### src/rtl/mem_arbiter.sv
// mem_arbiter: arbitrates dcache and icache memory traffic onto a single
// memory controller port. Grants are round-robin, made only in IDLE; a grant
// starts either a read burst (beats returned from memory) or a dcache write
// burst (beats pushed by the dcache, with bubbles allowed). Every accepted beat
// is forwarded to memory as registered address/data plus a one-cycle pulse.
module mem_arbiter #(
    parameter int DATABITS = 32,
    parameter int ADDRBITS = 32
) (
    input  logic                clk,
    input  logic                reset_n,
    // dcache port
    input  logic [ADDRBITS-1:0] d_addr,
    input  logic [DATABITS-1:0] d_in,
    input  logic                d_rdreq,
    input  logic                d_wrreq,
    output logic                d_ack,
    output logic [DATABITS-1:0] d_out,
    output logic                d_out_valid,
    // icache port
    input  logic [ADDRBITS-1:0] i_addr,
    input  logic                i_rdreq,
    output logic                i_ack,
    output logic [DATABITS-1:0] i_out,
    output logic                i_out_valid,
    // memory controller port
    output logic [ADDRBITS-1:0] mem_addr,
    output logic [DATABITS-1:0] mem_in,
    output logic                mem_rdreq,
    output logic                mem_wrreq,
    input  logic [DATABITS-1:0] mem_out,
    input  logic                mem_out_valid,
    input  logic [15:0]         mem_burstlen
);

    localparam logic OWNER_D = 1'b0;
    localparam logic OWNER_I = 1'b1;

    typedef enum logic [1:0] {
        ST_IDLE  = 2'd0,
        ST_READ  = 2'd1,
        ST_WRITE = 2'd2
    } state_t;

    // Round-robin pick: a lone requester wins; on contention the port that
    // did not win last time gets the grant.
    function automatic logic pick_winner(input logic d_req, input logic i_req,
                                         input logic last_owner);
        logic win;
        if (d_req && i_req) begin
            win = ~last_owner;
        end else if (i_req) begin
            win = OWNER_I;
        end else begin
            win = OWNER_D;
        end
        return win;
    endfunction

    state_t              state_r, state_next_s;
    logic                owner_r, owner_next_s;
    logic                last_owner_r, last_owner_next_s;
    logic [15:0]         burst_len_r, burst_len_next_s;
    logic [15:0]         beat_cnt_r, beat_cnt_next_s;
    logic [ADDRBITS-1:0] mem_addr_r, mem_addr_next_s;
    logic [DATABITS-1:0] mem_in_r, mem_in_next_s;
    logic                mem_rdreq_r, mem_rdreq_next_s;
    logic                mem_wrreq_r, mem_wrreq_next_s;

    logic                d_req_s;
    logic                i_req_s;
    logic                any_req_s;
    logic                winner_s;
    logic                d_ack_s;
    logic                i_ack_s;
    logic [15:0]         req_len_s;
    logic                grant_write_s;
    logic [15:0]         beat_inc_s;
    logic [DATABITS-1:0] d_out_s;
    logic [DATABITS-1:0] i_out_s;
    logic                d_out_valid_s;
    logic                i_out_valid_s;

    // Request decode, winner selection and combinational acknowledge.
    always_comb begin
        d_req_s   = d_rdreq | d_wrreq;
        i_req_s   = i_rdreq;
        any_req_s = d_req_s | i_req_s;
        winner_s  = pick_winner(d_req_s, i_req_s, last_owner_r);
        // A zero burst length is promoted to a single beat.
        req_len_s     = (mem_burstlen == 16'd0) ? 16'd1 : mem_burstlen;
        // Simultaneous read and write from the dcache counts as a write.
        grant_write_s = (winner_s == OWNER_D) & d_wrreq;
        beat_inc_s    = beat_cnt_r + 16'd1;
        d_ack_s       = 1'b0;
        i_ack_s       = 1'b0;
        if (reset_n) begin
            case (state_r)
                ST_IDLE: begin
                    d_ack_s = d_req_s & (winner_s == OWNER_D);
                    i_ack_s = i_req_s & (winner_s == OWNER_I);
                end
                ST_READ: begin
                    d_ack_s = 1'b0;
                    i_ack_s = 1'b0;
                end
                ST_WRITE: begin
                    d_ack_s = (owner_r == OWNER_D);
                    i_ack_s = 1'b0;
                end
                default: begin
                    d_ack_s = 1'b0;
                    i_ack_s = 1'b0;
                end
            endcase
        end else begin
            d_ack_s = 1'b0;
            i_ack_s = 1'b0;
        end
    end

    // Steer returning read data to the burst owner only; others see zero.
    always_comb begin
        d_out_s       = '0;
        i_out_s       = '0;
        d_out_valid_s = 1'b0;
        i_out_valid_s = 1'b0;
        if (state_r == ST_READ) begin
            if (owner_r == OWNER_D) begin
                d_out_s       = mem_out;
                d_out_valid_s = mem_out_valid;
            end else begin
                i_out_s       = mem_out;
                i_out_valid_s = mem_out_valid;
            end
        end else begin
            d_out_s       = '0;
            i_out_s       = '0;
            d_out_valid_s = 1'b0;
            i_out_valid_s = 1'b0;
        end
    end

    // Next-state, burst bookkeeping and memory-side register updates.
    always_comb begin
        state_next_s      = state_r;
        owner_next_s      = owner_r;
        last_owner_next_s = last_owner_r;
        burst_len_next_s  = burst_len_r;
        beat_cnt_next_s   = beat_cnt_r;
        mem_addr_next_s   = mem_addr_r;
        mem_in_next_s     = mem_in_r;
        mem_rdreq_next_s  = 1'b0;
        mem_wrreq_next_s  = 1'b0;
        case (state_r)
            ST_IDLE: begin
                if (any_req_s) begin
                    owner_next_s      = winner_s;
                    last_owner_next_s = winner_s;
                    burst_len_next_s  = req_len_s;
                    beat_cnt_next_s   = 16'd1;
                    if (winner_s == OWNER_D) begin
                        mem_addr_next_s = d_addr;
                        mem_in_next_s   = d_in;
                    end else begin
                        mem_addr_next_s = i_addr;
                    end
                    if (grant_write_s) begin
                        mem_wrreq_next_s = 1'b1;
                        // A single-beat write is finished by the grant itself.
                        state_next_s = (req_len_s == 16'd1) ? ST_IDLE : ST_WRITE;
                    end else begin
                        mem_rdreq_next_s = 1'b1;
                        state_next_s     = ST_READ;
                    end
                end else begin
                    state_next_s = ST_IDLE;
                end
            end
            ST_READ: begin
                // beat_cnt_r is the 1-based index of the beat being awaited.
                if (mem_out_valid) begin
                    if (beat_cnt_r == burst_len_r) begin
                        state_next_s = ST_IDLE;
                    end else begin
                        beat_cnt_next_s = beat_inc_s;
                    end
                end else begin
                    state_next_s = ST_READ;
                end
            end
            ST_WRITE: begin
                // beat_cnt_r counts beats already sent; low d_wrreq is a bubble.
                if (d_wrreq && (owner_r == OWNER_D)) begin
                    beat_cnt_next_s  = beat_inc_s;
                    mem_addr_next_s  = d_addr;
                    mem_in_next_s    = d_in;
                    mem_wrreq_next_s = 1'b1;
                    if (beat_inc_s == burst_len_r) begin
                        state_next_s = ST_IDLE;
                    end else begin
                        state_next_s = ST_WRITE;
                    end
                end else begin
                    state_next_s = ST_WRITE;
                end
            end
            default: begin
                state_next_s = ST_IDLE;
            end
        endcase
    end

    // State and memory-side registers; reset abandons any burst in flight.
    always_ff @(posedge clk or negedge reset_n) begin
        if (!reset_n) begin
            state_r      <= ST_IDLE;
            owner_r      <= OWNER_D;
            last_owner_r <= OWNER_I;
            burst_len_r  <= 16'd0;
            beat_cnt_r   <= 16'd0;
            mem_addr_r   <= '0;
            mem_in_r     <= '0;
            mem_rdreq_r  <= 1'b0;
            mem_wrreq_r  <= 1'b0;
        end else begin
            state_r      <= state_next_s;
            owner_r      <= owner_next_s;
            last_owner_r <= last_owner_next_s;
            burst_len_r  <= burst_len_next_s;
            beat_cnt_r   <= beat_cnt_next_s;
            mem_addr_r   <= mem_addr_next_s;
            mem_in_r     <= mem_in_next_s;
            mem_rdreq_r  <= mem_rdreq_next_s;
            mem_wrreq_r  <= mem_wrreq_next_s;
        end
    end

    assign d_ack       = d_ack_s;
    assign i_ack       = i_ack_s;
    assign d_out       = d_out_s;
    assign i_out       = i_out_s;
    assign d_out_valid = d_out_valid_s;
    assign i_out_valid = i_out_valid_s;
    assign mem_addr    = mem_addr_r;
    assign mem_in      = mem_in_r;
    assign mem_rdreq   = mem_rdreq_r;
    assign mem_wrreq   = mem_wrreq_r;

endmodule

### config.mk
export PLATFORM = sky130hd
export DESIGN_NAME = mem_arbiter
export DESIGN_NICKNAME = d
export VERILOG_FILES = /design/src/rtl/mem_arbiter.sv
export SDC_FILE = /design/constraint.sdc
export NUM_CORES = 1
export LEC_CHECK = 0
export ABC_AREA = 1
export BUFFER_PORTS_ARGS = -buffer_cell sky130_fd_sc_hd__buf_2
export CAP_MARGIN = 20
export CORE_ASPECT_RATIO = 2
export CORE_MARGIN = 2
export CORE_UTILIZATION = 35
export DETAILED_ROUTE_END_ITERATION = 10
export SYNTH_ARGS = -nofsm -noshare
export SYNTH_HDL_FRONTEND = slang
export SYNTH_SLANG_ARGS = --single-unit
### constraint.sdc
create_clock -name clk -period 4.54 [get_ports clk]
set_input_delay 0.908 -clock clk [delete_from_list [all_inputs] [get_ports clk]]
set_output_delay 0.908 -clock clk [all_outputs]
set_load 0.02 [all_outputs]
# After elaboration in Yosys (flattened, before gate mapping)
# Index checks and enable logic that the tools add are counted.
[classes] bitwise=8 n_mux=43 add_sub_neg=1 n_eq_ne=11 n_reduce_logical=10
[op_table] operator="32-bit two-way mux" count=10
[op_table] operator="32-bit case mux with 2 select lines" count=2
[op_table] operator="16-bit two-way mux" count=5
[op_table] operator="16-bit case mux with 3 select lines" count=1
[op_table] operator="16-bit == test" count=2
[op_table] operator="16-bit by 1-bit adder with 16-bit output (second input constant)" count=1
[op_table] operator="16-bit by 1-bit == test with 1-bit output (second input constant)" count=1
[op_table] operator="16-bit zero test" count=1
[op_table] operator="1-bit two-way mux" count=15
[op_table] operator="2-bit two-way mux" count=7
[op_table] operator="2-bit != test (second input constant)" count=5
[op_table] operator="2-bit case mux with 3 select lines" count=1
[op_table] operator="5-bit AND reduction" count=1
[op_table] operator="1-bit case mux with 2 select lines" count=2
[op_table] operator="4-bit AND reduction" count=1
[op_table] operator="1-bit AND" count=3
[op_table] operator="3-bit by 2-bit != test with 1-bit output (second input constant)" count=1
[op_table] operator="1-bit inverter" count=3
[op_table] operator="3-bit AND reduction" count=1
[op_table] operator="3-bit nonzero test" count=1
[op_table] operator="2-bit by 1-bit == test with 1-bit output (second input constant)" count=1
[op_table] operator="2-bit == test (second input constant)" count=1
[op_table] operator="1-bit logical AND" count=2
[op_table] operator="2-bit zero test" count=1
[op_table] operator="3 further kinds" count=4
[word_totals] input_bits=150 ff_bits=102 wordCells=82

# Depth between registers and ports, before layout
# Gate-level depths: netlist of run 1.
[logic_depth] depth_word=8 ltp_mapped=16 mapped_depth_nobuf=15

# Worst setup path before layout of run 1
# No wires, ideal clock.
[synth_timing] kind="input to output" startpoint="in d_rdreq" endpoint="out i_ack" arrival_time_ps=1776 stages=5 setup_slack_ps=1856 path_buffers=0 required_ps=3632 cell_sequence="nor2_2 -> inv_2 -> a21oi_4 -> nand2_1 -> nor2_1"
[synth_between] elab_chain_cells=6
[synth_rtl] element="start, declared" line="15" rtl="input logic d_rdreq,"
[synth_rtl] element="1-bit OR" line="86" rtl="d_req_s = d_rdreq | d_wrreq;"
[synth_rtl] element="1-bit logical AND" line="50" rtl="if (d_req && i_req) begin"
[synth_rtl] element="1-bit two-way mux" line="50"
[synth_rtl] element="1-bit AND" line="101" rtl="i_ack_s = i_req_s & (winner_s == OWNER_I);"
[synth_rtl] element="1-bit two-way mux" line="98" rtl="case (state_r)"
[synth_rtl] element="1-bit two-way mux" line="97" rtl="if (reset_n) begin"
[synth_rtl] element="end, declared" line="23" rtl="output logic i_ack,"
# No other way between the ends.

# Final worst setup path of run 1
[layout_timing] startpoint="reg state_r[1]" endpoint="out d_out_valid"
[layout_between] elab_chain_cells=2
[layout_rtl] element="start, declared" line="60" rtl="state_t state_r, state_next_s;"
[layout_rtl] element="start signal, assigned" line="227" rtl="state_r <= state_next_s;"
[layout_rtl] element="2-bit by 1-bit == test with 1-bit output" line="128" rtl="if (state_r == ST_READ) begin"
[layout_rtl] element="1-bit two-way mux" line="128"
[layout_rtl] element="end, declared" line="19" rtl="output logic d_out_valid,"
# No other way between the ends.

==> flow_summary_export.csv, run 1 <==
group,metric,value,unit
status,outcome,"complete, no violations",
cts,cts_setup_buffers,0,
finish,nFillCells,1587,
sta,min_period,3325,ps
logic_synthesis,synth_area_leaders,"dfrtp_1 44%, nand2_1 8.3%, nor2_1 8.3%, a21oi_1 6.3%, mux2_1 5.9%",
hold_path,holdPathStages,1,
placement,numPlacedInstances,1185,
grt,grt_max_degree,71,
cts,cts_hold_buf,0,
hold_path,holdPathEnd,"mem_in[13]$_DFFE_PN0P_",
critical_path,endpoint_kind,"primary output",
cts,clk_latency,350,ps
critical_path,worstPathMaxFanout,33,
logic_synthesis,ys_seq_area_frac,0.4468,
finish,multi_input_area,2678,um2
logic_synthesis,synthArstFlopShare,1.000,
cts,cts_made_buffers,9,
hold_path,min_path_type,"flip-flop to flip-flop",
logic_synthesis,yosys.area.top_type_share,0.4422,
routing,dr.pass1.iters,4,
sta,max_freq,0.3007,GHz
die,initial_core_util,0.3549,
critical_path,r2r_cells,6,
logic_synthesis,yosys_warnings,0,
die,die_h,184.7,um
logic_synthesis,yosys.area.top_type,"dfrtp_1",
critical_path,timing.rr.start,"state_r[0]$_DFFE_PN0P_",
placement,gp_congestion,0.8640,
power_and_ir_drop,fin_total_pwr,5.174,mW
die,die-area,17430,um2
finish,utilization,0.4734,
logic_synthesis,synth_area_per_cell,7.862,um2
cts,clk_pin_slew_worst_paths,70,ps
logic_synthesis,synth_area,5715,um2
sta,maxSlewHeadroom,0.2811,
routing,wl_per_cell,14.54,um
power_and_ir_drop,power_density,678.7,nW/um2
finish,fin_cells,1204,
sta,period_share,0.7324,
sta,rsz0062_at_grt,"false",
die,ios,284,
grt,antenna_found_initial,1,
critical_path,ff2ff_setup_slack,1550,ps
sta,worst_hold_slack,487.1,ps
cts,tritoncts,"yes",
cts,cts.sinks,102,
sta,setup_tns,0,ps
die,core-area,16100,um2
die,die_x,94.36,um
logic_synthesis,synth_flop_cell,"dfrtp_1",
finish,drive_gt1_frac,0.3333,
die,rows,66,
critical_path,r2r_end,"mem_in[23]$_DFFE_PN0P_",
cts,htree_levels,3,
sta,setup_viol,0,
routing,drt_first_iter_violations,249,
logic_synthesis,synth_nets,882,
logic_synthesis,synth_edf_count,0,
sta,finalClockSkew,13.26,ps
placement,place_hpwl,13330,um
placement,io_buffers,283,
logic_synthesis,synthCells,727,
sta,drv_slew,0,
grt,overflow,0,
critical_path,arrival,2420,ps
power_and_ir_drop,leakage,4.084,nW
sta,worstMarginPinSlew,1076,ps
routing,vias_per_cell,4.785,
logic_synthesis,synthDistinctLibCells,38,
critical_path,crit_required,3630,ps
cts,clockBufferDepth,2,
finish,final_nets,1149,
critical_path,setup.worst_path.start_class,"flip-flop",
cts,cts_root_buffer,"clkbuf_16",
logic_synthesis,synth_commonest_cells,"127 x nand2_1, 127 x nor2_1, 101 x dfrtp_1",
critical_path,worstSetupPathType,"flip-flop to primary output",
routing,vias,5761,
finish,register_area,2554,um2
grt,first_global_vias,5248,
flow_run,maxCapViolCount,0,
finish,area_growth,33.38,%
routing,drc,0,
grt,grt_util_all_layers,0.1944,
logic_synthesis,ys_ff_latch,102,
cts,ctsResizeCount,0,
sta,hold_violations,0,
routing,postRouteWirelength,17500,um
hold_path,holdCritStartpoint,"mem_in[13]$_DFFE_PN0P_",
grt,grt_first_pass_wirelength,26770,um
routing,ant_nets,0,
power_and_ir_drop,ir_drop,0.0002849,V
-- stage by stage --
stage / worst slack [ps] / instance area [um2]
6_report: 1215 / 7624
5_1_grt: 1028 / 7621
4_1_cts: 1179 / 7566
3_5_place_dp: 1181 / 7254
3_3_place_gp: 1196 / 7254
2_1_floorplan: 1856 / 5715
-- placed cells by master (no fill, tap or decap), types with 2 or more instances in the layout --
cell / n
nand2_4: 2
mux2_1: 30
o31ai_1: 11
clkbuf_8: 2
clkbuf_16: 9
nor2_1: 127
xnor2_1: 5
buf_4: 5
inv_1: 79
mux2_2: 2
nand3_2: 3
buf_16: 2
buf_2: 282
xor2_1: 17
a21oi_1: 72
nor2_2: 6
clkinv_4: 2
nor3_1: 2
nand3_1: 57
ha_1: 5
nand4_1: 9
inv_2: 6
o21ai_0: 18
dfrtp_1: 101
nor2_4: 2
nand2_1: 127
-- worst max path at each step --
stage / startpoint / end / slack (ps) / depth (start not counted)
2_1_floorplan: d_rdreq / i_ack / 1860 / 5
3_3_place_gp: d_rdreq / mem_in[24]$_DFFE_PN0P_ / 1200 / 8
3_5_place_dp: d_rdreq / mem_in[23]$_DFFE_PN0P_ / 1180 / 8
4_1_cts: state_r[1]$_DFFE_PN0P_ / d_out_valid / 1180 / 5
5_1_grt: state_r[1]$_DFFE_PN0P_ / d_out_valid / 1030 / 5
6_report: state_r[1]$_DFFE_PN0P_ / d_out_valid / 1210 / 5
-- cell type report --
class                      instances  share of cell area
clock inverter                     4            0.007221
timing repair buffer             289              0.1973
antenna                            1           0.0003282
tap                              204             0.03348
multi-input combinational        507              0.3512
sequential                       102              0.3350
inverter                          85             0.04185
clock buffer                      12             0.03365
-- kinds of logic after synthesis --
| logic type | after synthesis | synth area share |
|---|---|---|
| muxes | 32 | 0.06305 |
| and+or+nand+nor | 341 | 0.2559 |
| adders and majority gates | 5 | 0.01095 |
| buffers and inverters | 118 | 0.08472 |
| DFF | 102 | 0.4468 |
| xor gates and xnor gates | 22 | 0.03371 |
| AOI/OAI and AO/OA | 107 | 0.1049 |
-- critical path, stage by stage, from the launching register on --
cell     delay [ps]
dfrtp_1         410
inv_1            90
ha_1            260
nand2_1         640
nor2_1          450
buf_2           230
-- per-layer routing --
| layer | routed length, um | global-route usage |
|---|---|---|
| met1 | 7755 | 0.2666 |
| met2 | 8002 | 0.3103 |
| met3 | 1567 | 0.04742 |
| met4 | 176 | 0.04348 |
| met5 | 0 | 0 |
-- state kept, by name, summed over array words and instances, names as in the netlist --
signal and flops:
beat_cnt_r 16, burst_len_r 16, last_owner_r 1, mem_addr 32, mem_in 32, mem_rdreq 1
mem_wrreq 1, owner_r 1, state_r 2
-- power by group --
part	total (mW)	internal [mW]	switching (mW)
sequential	1.58	1.33	0.252
combinational	2.79	0.949	1.84
clock	0.804	0.460	0.344
total	5.17	2.74	2.44
(Power assumes the default switching activity.)
==> run 2: changes to the inputs <==
- clock period: 4.54 -> 3.4 ns (I/O delays scaled with it)
==> flow_summary_export.csv, run 2 (synthesis gave the netlist of run 1 again) <==
group,metric,value,unit
status,outcome,"complete, no violations",
critical_path,arrival,2750,ps
critical_path,path_buf_inv,2,
cts,clockBufferDepth,2,
flow_run,maxCapViolCount,0,
die,die_x,94.36,um
finish,final_nets,1152,
routing,drc,0,
routing,vias_per_cell,4.811,
power_and_ir_drop,ir_drop,0.0003820,V
placement,gp_congestion,0.8589,
routing,dr.pass1.iters,5,
placement,place_hpwl,13840,um
critical_path,critPathTopFamily,"compound AO/OA/AOI/OAI gates",
sta,worstMarginPinSlew,898.9,ps
cts,htree_levels,3,
sta,fin_ws,872.3,ps
cts,ctsResizeCount,0,
cts,clk_pin_slew_worst_paths,70,ps
routing,met2WireLength,8531,um
routing,postRouteWirelength,17840,um
sta,drv_slew,0,
critical_path,cp_slowest_cell,"o21bai_4",
die,rows,66,
grt,overflow,0,
power_and_ir_drop,leakage,4.059,nW
die,ios,284,
finish,antenna_cells,0,
cts,cts_made_buffers,9,
critical_path,crit_required,3630,ps
cts,cts_setup_buffers,0,
finish,nFillCells,1660,
sta,max_freq,0.3956,GHz
hold_path,min_path_type,"input port to asynchronous set/reset pin",
cts,cts.sinks,102,
cts,cts_hold_buf,0,
finish,final_cell_mix,"282 x buf_2, 127 x nand2_1, 127 x nor2_1",
critical_path,worstSetupPathType,"flip-flop to flip-flop",
die,die-area,17430,um2
sta,min_period,2528,ps
critical_path,ff2ff_setup_slack,870,ps
power_and_ir_drop,power_density,898.0,nW/um2
critical_path,setup.worst_path.start_class,"flip-flop",
routing,wl_per_cell,14.81,um
grt,grt_first_pass_wirelength,27520,um
routing,drt_first_iter_violations,240,
sta,finalClockSkew,11.70,ps
cts,clk_latency,350,ps
grt,grt_max_degree,54,
sta,period_share,0.7434,
finish,final_common_cell,"buf_2",
die,core-area,16100,um2
critical_path,worstPathMaxFanout,33,
placement,io_buffers,283,
cts,cts_root_buffer,"clkbuf_16",
critical_path,endpoint_kind,"flip-flop",
sta,hold_violations,0,
finish,drive_gt1_frac,0.3347,
grt,first_global_vias,5412,
power_and_ir_drop,fin_total_pwr,6.795,mW
die,initial_core_util,0.3549,
routing,wl_met1,7626,um
routing,ant_nets,0,
grt,antenna_found_initial,0,
grt,grt_util_all_layers,0.1994,
routing,vias,5797,
critical_path,slowest_delay,740,ps
cts,tritoncts,"yes",
sta,setup_viol,0,
die,die_h,184.7,um
sta,setup_tns,0,ps
critical_path,cp_cell_sequence,"inv_1, ha_1, o21bai_4, inv_2, nand2_4, mux2_1",
sta,rsz0062_at_grt,"false",
placement,dpl_worst_slack,759.0,ps
sta,maxSlewHeadroom,0.3991,
routing,dr.max_layer_used,"met4",
finish,area_growth,32.40,%
finish,utilization,0.4699,
routing,met3_length,1528,um
==> run 2: cell type report <==
class	instances	area, um2	share of cell area
clock inverters	4	32.53	0.004299
well taps	204	255.2	0.03373
clock buffers	11	242.7	0.03208
multi-input cells	507	2678	0.3538
repair buffers	292	1486	0.1964
inverters	85	319.1	0.04216
flip-flops and latches	102	2554	0.3375
==> run 2: per-stage QoR <==
| stage | instance area (um2) | hold slack (ps) | cells |
|---|---|---|---|
| final | 7567 | 461.5 | 1205 |
| after global routing | 7567 | 514.6 | 1205 |
| after CTS | 7567 | 492.1 | 1205 |
| after detailed placement | 7292 | 476.3 | 1190 |
| after global placement | 7292 | 467.6 | 1190 |
| after floorplan | 5715 | 384.4 | 727 |
==> run 2: path summary, 6_finish.rpt <==
check                                       startpoint                endpoint  depth (start not counted)
worst max register to register  state_r[0]$_DFFE_PN0P_   mem_in[4]$_DFFE_PN0P_                          6
max in group asynchronous                      reset_n  mem_in[17]$_DFFE_PN0P_                          3
min in group clk                mem_in[13]$_DFFE_PN0P_  mem_in[13]$_DFFE_PN0P_                          1
worst min register to register  mem_in[13]$_DFFE_PN0P_  mem_in[13]$_DFFE_PN0P_                          1
worst min-delay path                           reset_n  mem_in[26]$_DFFE_PN0P_                          2
worst max-delay path            state_r[0]$_DFFE_PN0P_   mem_in[4]$_DFFE_PN0P_                          6
==> run 2: report_power, final <==
group,total [mW],leakage (nW),internal (mW),switching [mW]
Combinational,3.72,2.71,1.25,2.47
Sequential,2.11,1.22,1.78,0.330
Clock,0.966,0.128,0.517,0.449
==> run 2: metal layers <==
metal  vias to the layer above  track usage
li1                       2867            -
met1                      2659       0.2699
met2                       257       0.3331
met3                        14      0.04007
met4                         0      0.03478
met5                         -            0
==> run 2: worst register-to-register path: stages, from the launching register on <==
cell and delay, ps:
dfrtp_1 400, inv_1 80, ha_1 300, o21bai_4 740, inv_2 130, nand2_4 360
mux2_1 390
==> run 3: changes to the inputs <==
- ABC_AREA: 1 -> 0
- PLACE_DENSITY: not set -> 0.66
- clock period: 3.4 -> 2.2 ns (I/O delays scaled with it)
==> flow_summary_export.csv, run 3 <==
group,metric,value,unit
status,outcome,"complete, no violations",
power_and_ir_drop,p_seq_frac,0.446,
power_and_ir_drop,p_clk_frac,0.317,
critical_path,cp_slowest_cell,"dfrtp_1",
critical_path,worstSetupPathType,"flip-flop to primary output",
critical_path,crit_start,"state_r[0]$_DFFE_PN0P_",
logic_synthesis,synth_flop_cell,"dfrtp_1",
routing,vias_per_cell,5.094,
sta,setup_viol,0,
power_and_ir_drop,swShare,0.3110,
routing,dr.pass1.iters,8,
finish,utilization,0.5046,
die,die_x,93.75,um
sta,period_share,0.9675,
critical_path,endpoint_kind,"primary output",
routing,postRouteWirelength,18600,um
logic_synthesis,synth_edf_count,0,
placement,numPlacedInstances,1061,
critical_path,cp_cell_sequence,"inv_2, ha_1, buf_4, nand2b_1, a21oi_2, a21oi_2, nor2_1, buf_4",
cts,htree_levels,3,
finish,fin_cells,1080,
logic_synthesis,synth_area_per_cell,10.01,um2
power_and_ir_drop,p_switching,1.493,mW
power_and_ir_drop,ir_drop,0.0003941,V
routing,drc,0,
hold_path,min_path_type,"input port to asynchronous set/reset pin",
placement,io_buffers,283,
flow_run,maxCapViolCount,0,
logic_synthesis,yosys.area.top_type_share,0.4483,
die,die_h,183.5,um
die,ios,284,
finish,final_cell_mix,"281 x buf_2, 99 x dfrtp_1, 70 x and3_1",
critical_path,ff2ff_setup_slack,110,ps
power_and_ir_drop,fin_total_pwr,4.801,mW
sta,worstMarginPinSlew,591.9,ps
logic_synthesis,synth_commonest_cells,"101 x dfrtp_1, 70 x and3_1, 53 x nor2_1",
finish,final_common_cell,"buf_2",
cts,clk_pin_slew_worst_paths,70,ps
power_and_ir_drop,power_density,603.1,nW/um2
grt,grt_max_degree,103,
die,die-area,17200,um2
logic_synthesis,synth_area,5638,um2
sta,finalClockSkew,6.870,ps
sta,min_period,2129,ps
sta,maxSlewHeadroom,0.6054,
placement,dpl_worst_slack,-93.49,ps
critical_path,critPathCapture,"d_ack",
critical_path,slowest_delay,390,ps
logic_synthesis,synth_nets,718,
logic_synthesis,ys_seq_area_frac,0.4530,
logic_synthesis,synthArstFlopShare,1.000,
sta,fin_ws,71.48,ps
power_and_ir_drop,internal_power,3.308,mW
sta,drv_slew,0,
grt,first_global_vias,5479,
critical_path,setup.worst_path.start_class,"flip-flop",
critical_path,worstPathMaxFanout,4,
finish,final_nets,1029,
critical_path,crit_cells,8,
critical_path,r2r_cells,7,
cts,clockBufferDepth,2,
logic_synthesis,synthDistinctLibCells,57,
placement,place_area,7596,um2
sta,worst_hold_slack,196.5,ps
logic_synthesis,synth_area_leaders,"dfrtp_1 45%, mux2_2 9.4%, and3_1 7.8%, mux2i_1 6.2%, a21oi_1 4.3%",
finish,post-route-cell-area,7961,um2
power_and_ir_drop,power_frac_comb,0.236,
routing,drt_first_iter_violations,204,
finish,drive_gt1_frac,0.4858,
logic_synthesis,yosys_warnings,0,
routing,vias,5501,
critical_path,r2r_end,"state_r[1]$_DFFE_PN0P_",
die,initial_core_util,0.3573,
logic_synthesis,synthCells,563,
logic_synthesis,yosys.area.top_type,"dfrtp_1",
cts,tritoncts,"yes",
grt,grt_first_pass_wirelength,28070,um
placement,place_hpwl,14390,um
die,rows,65,
sta,hold_violations,0,
die,core-area,15780,um2
cts,cts.sinks,102,
cts,cts_root_buffer,"clkbuf_16",
power_and_ir_drop,leakage,4.502,nW
cts,cts_made_buffers,9,
grt,antenna_found_initial,1,
sta,max_freq,0.4698,GHz
routing,ant_nets,0,
placement,gp_congestion,0.9260,
grt,grt_util_all_layers,0.2095,
critical_path,timing.rr.start,"beat_cnt_r[3]$_DFFE_PN0P_",
critical_path,critPathTopFamily,"flip-flops",
critical_path,path_buf_inv,3,
finish,antenna_cells,0,
critical_path,crit_required,1760,ps
finish,area_growth,41.21,%
logic_synthesis,ys_ff_latch,102,
sta,setup_tns,0,ps
finish,nFillCells,1576,
routing,wl_per_cell,17.22,um
logic_synthesis,yosysMostFrequentCell,"dfrtp_1",
cts,clk_latency,340,ps
grt,overflow,0,
critical_path,arrival,1690,ps
## run 3: logic make-up after synthesis
| logic type | count (synthesis) | synth area share |
|---|---|---|
| AO/OA/AOI/OAI | 100 | 0.1114 |
| XOR/XNOR | 25 | 0.03884 |
| adder cells (fa/ha/maj) | 5 | 0.01110 |
| multiplexers | 82 | 0.1560 |
| AND/OR/NAND/NOR | 197 | 0.1893 |
| buffers and inverters | 52 | 0.04039 |
| flip-flops | 102 | 0.4530 |
## run 3: how the worst min path moves through the flow
stage | end | slack [ps] | cells past startpoint
final | burst_len_r[5]$_DFFE_PN0P_ | 200 | 2
after global placement | last_owner_r$_DFFE_PN1P_ | 460 | 2
after floorplan | beat_cnt_r[0]$_DFFE_PN0P_ | 140 | 0
after CTS | mem_in[8]$_DFFE_PN0P_ | 260 | 2
after global routing | burst_len_r[5]$_DFFE_PN0P_ | 260 | 2
after detailed placement | last_owner_r$_DFFE_PN1P_ | 480 | 2
## run 3: power groups by stage
stage,clock network (mW),logic [mW],registers [mW]
final,1.52,1.13,2.14
after global routing,1.65,1.22,2.17
after CTS,1.59,1.12,2.14
after detailed placement,0,1.12,2.17
after global placement,0,1.10,2.17
after floorplan,0,0.435,2.31
## run 3: what timing repair did
item | in CTS | in global routing
endpoints found under the setup margin | 11 | 19
hold buffers | 0 | 0
buffers inserted | 0 | 2
gates cloned | 0 | 1
pin swaps | 0 | 1
gates resized for setup | 3 | 12
## run 3: final cells by class
type | instances | area [um2] | area share
clock inverter | 6 | 47.55 | 0.005972
inverter | 13 | 48.80 | 0.006129
timing repair buffer | 338 | 1901 | 0.2387
tap | 201 | 251.5 | 0.03159
multi-input combinational | 410 | 2928 | 0.3678
clock buffer | 10 | 229.0 | 0.02876
sequential | 102 | 2556 | 0.3211
## run 3: worst register-to-register path: cells and delay by family (launching register included)
| kind | cells | cell delay, ps |
|---|---|---|
| compound gates | 2 | 350 |
| simple gates | 4 | 1120 |
| flops | 1 | 370 |
| buf+inv | 1 | 180 |
## run 3: per-layer routing
layer	global-route usage	wire length (um)	up-vias
met1	0.2184	6350	2591
met4	0.1067	870	2
met3	0.03198	1054	40
li1	-	-	2645
met2	0.3937	10310	223
met5	0	13	-
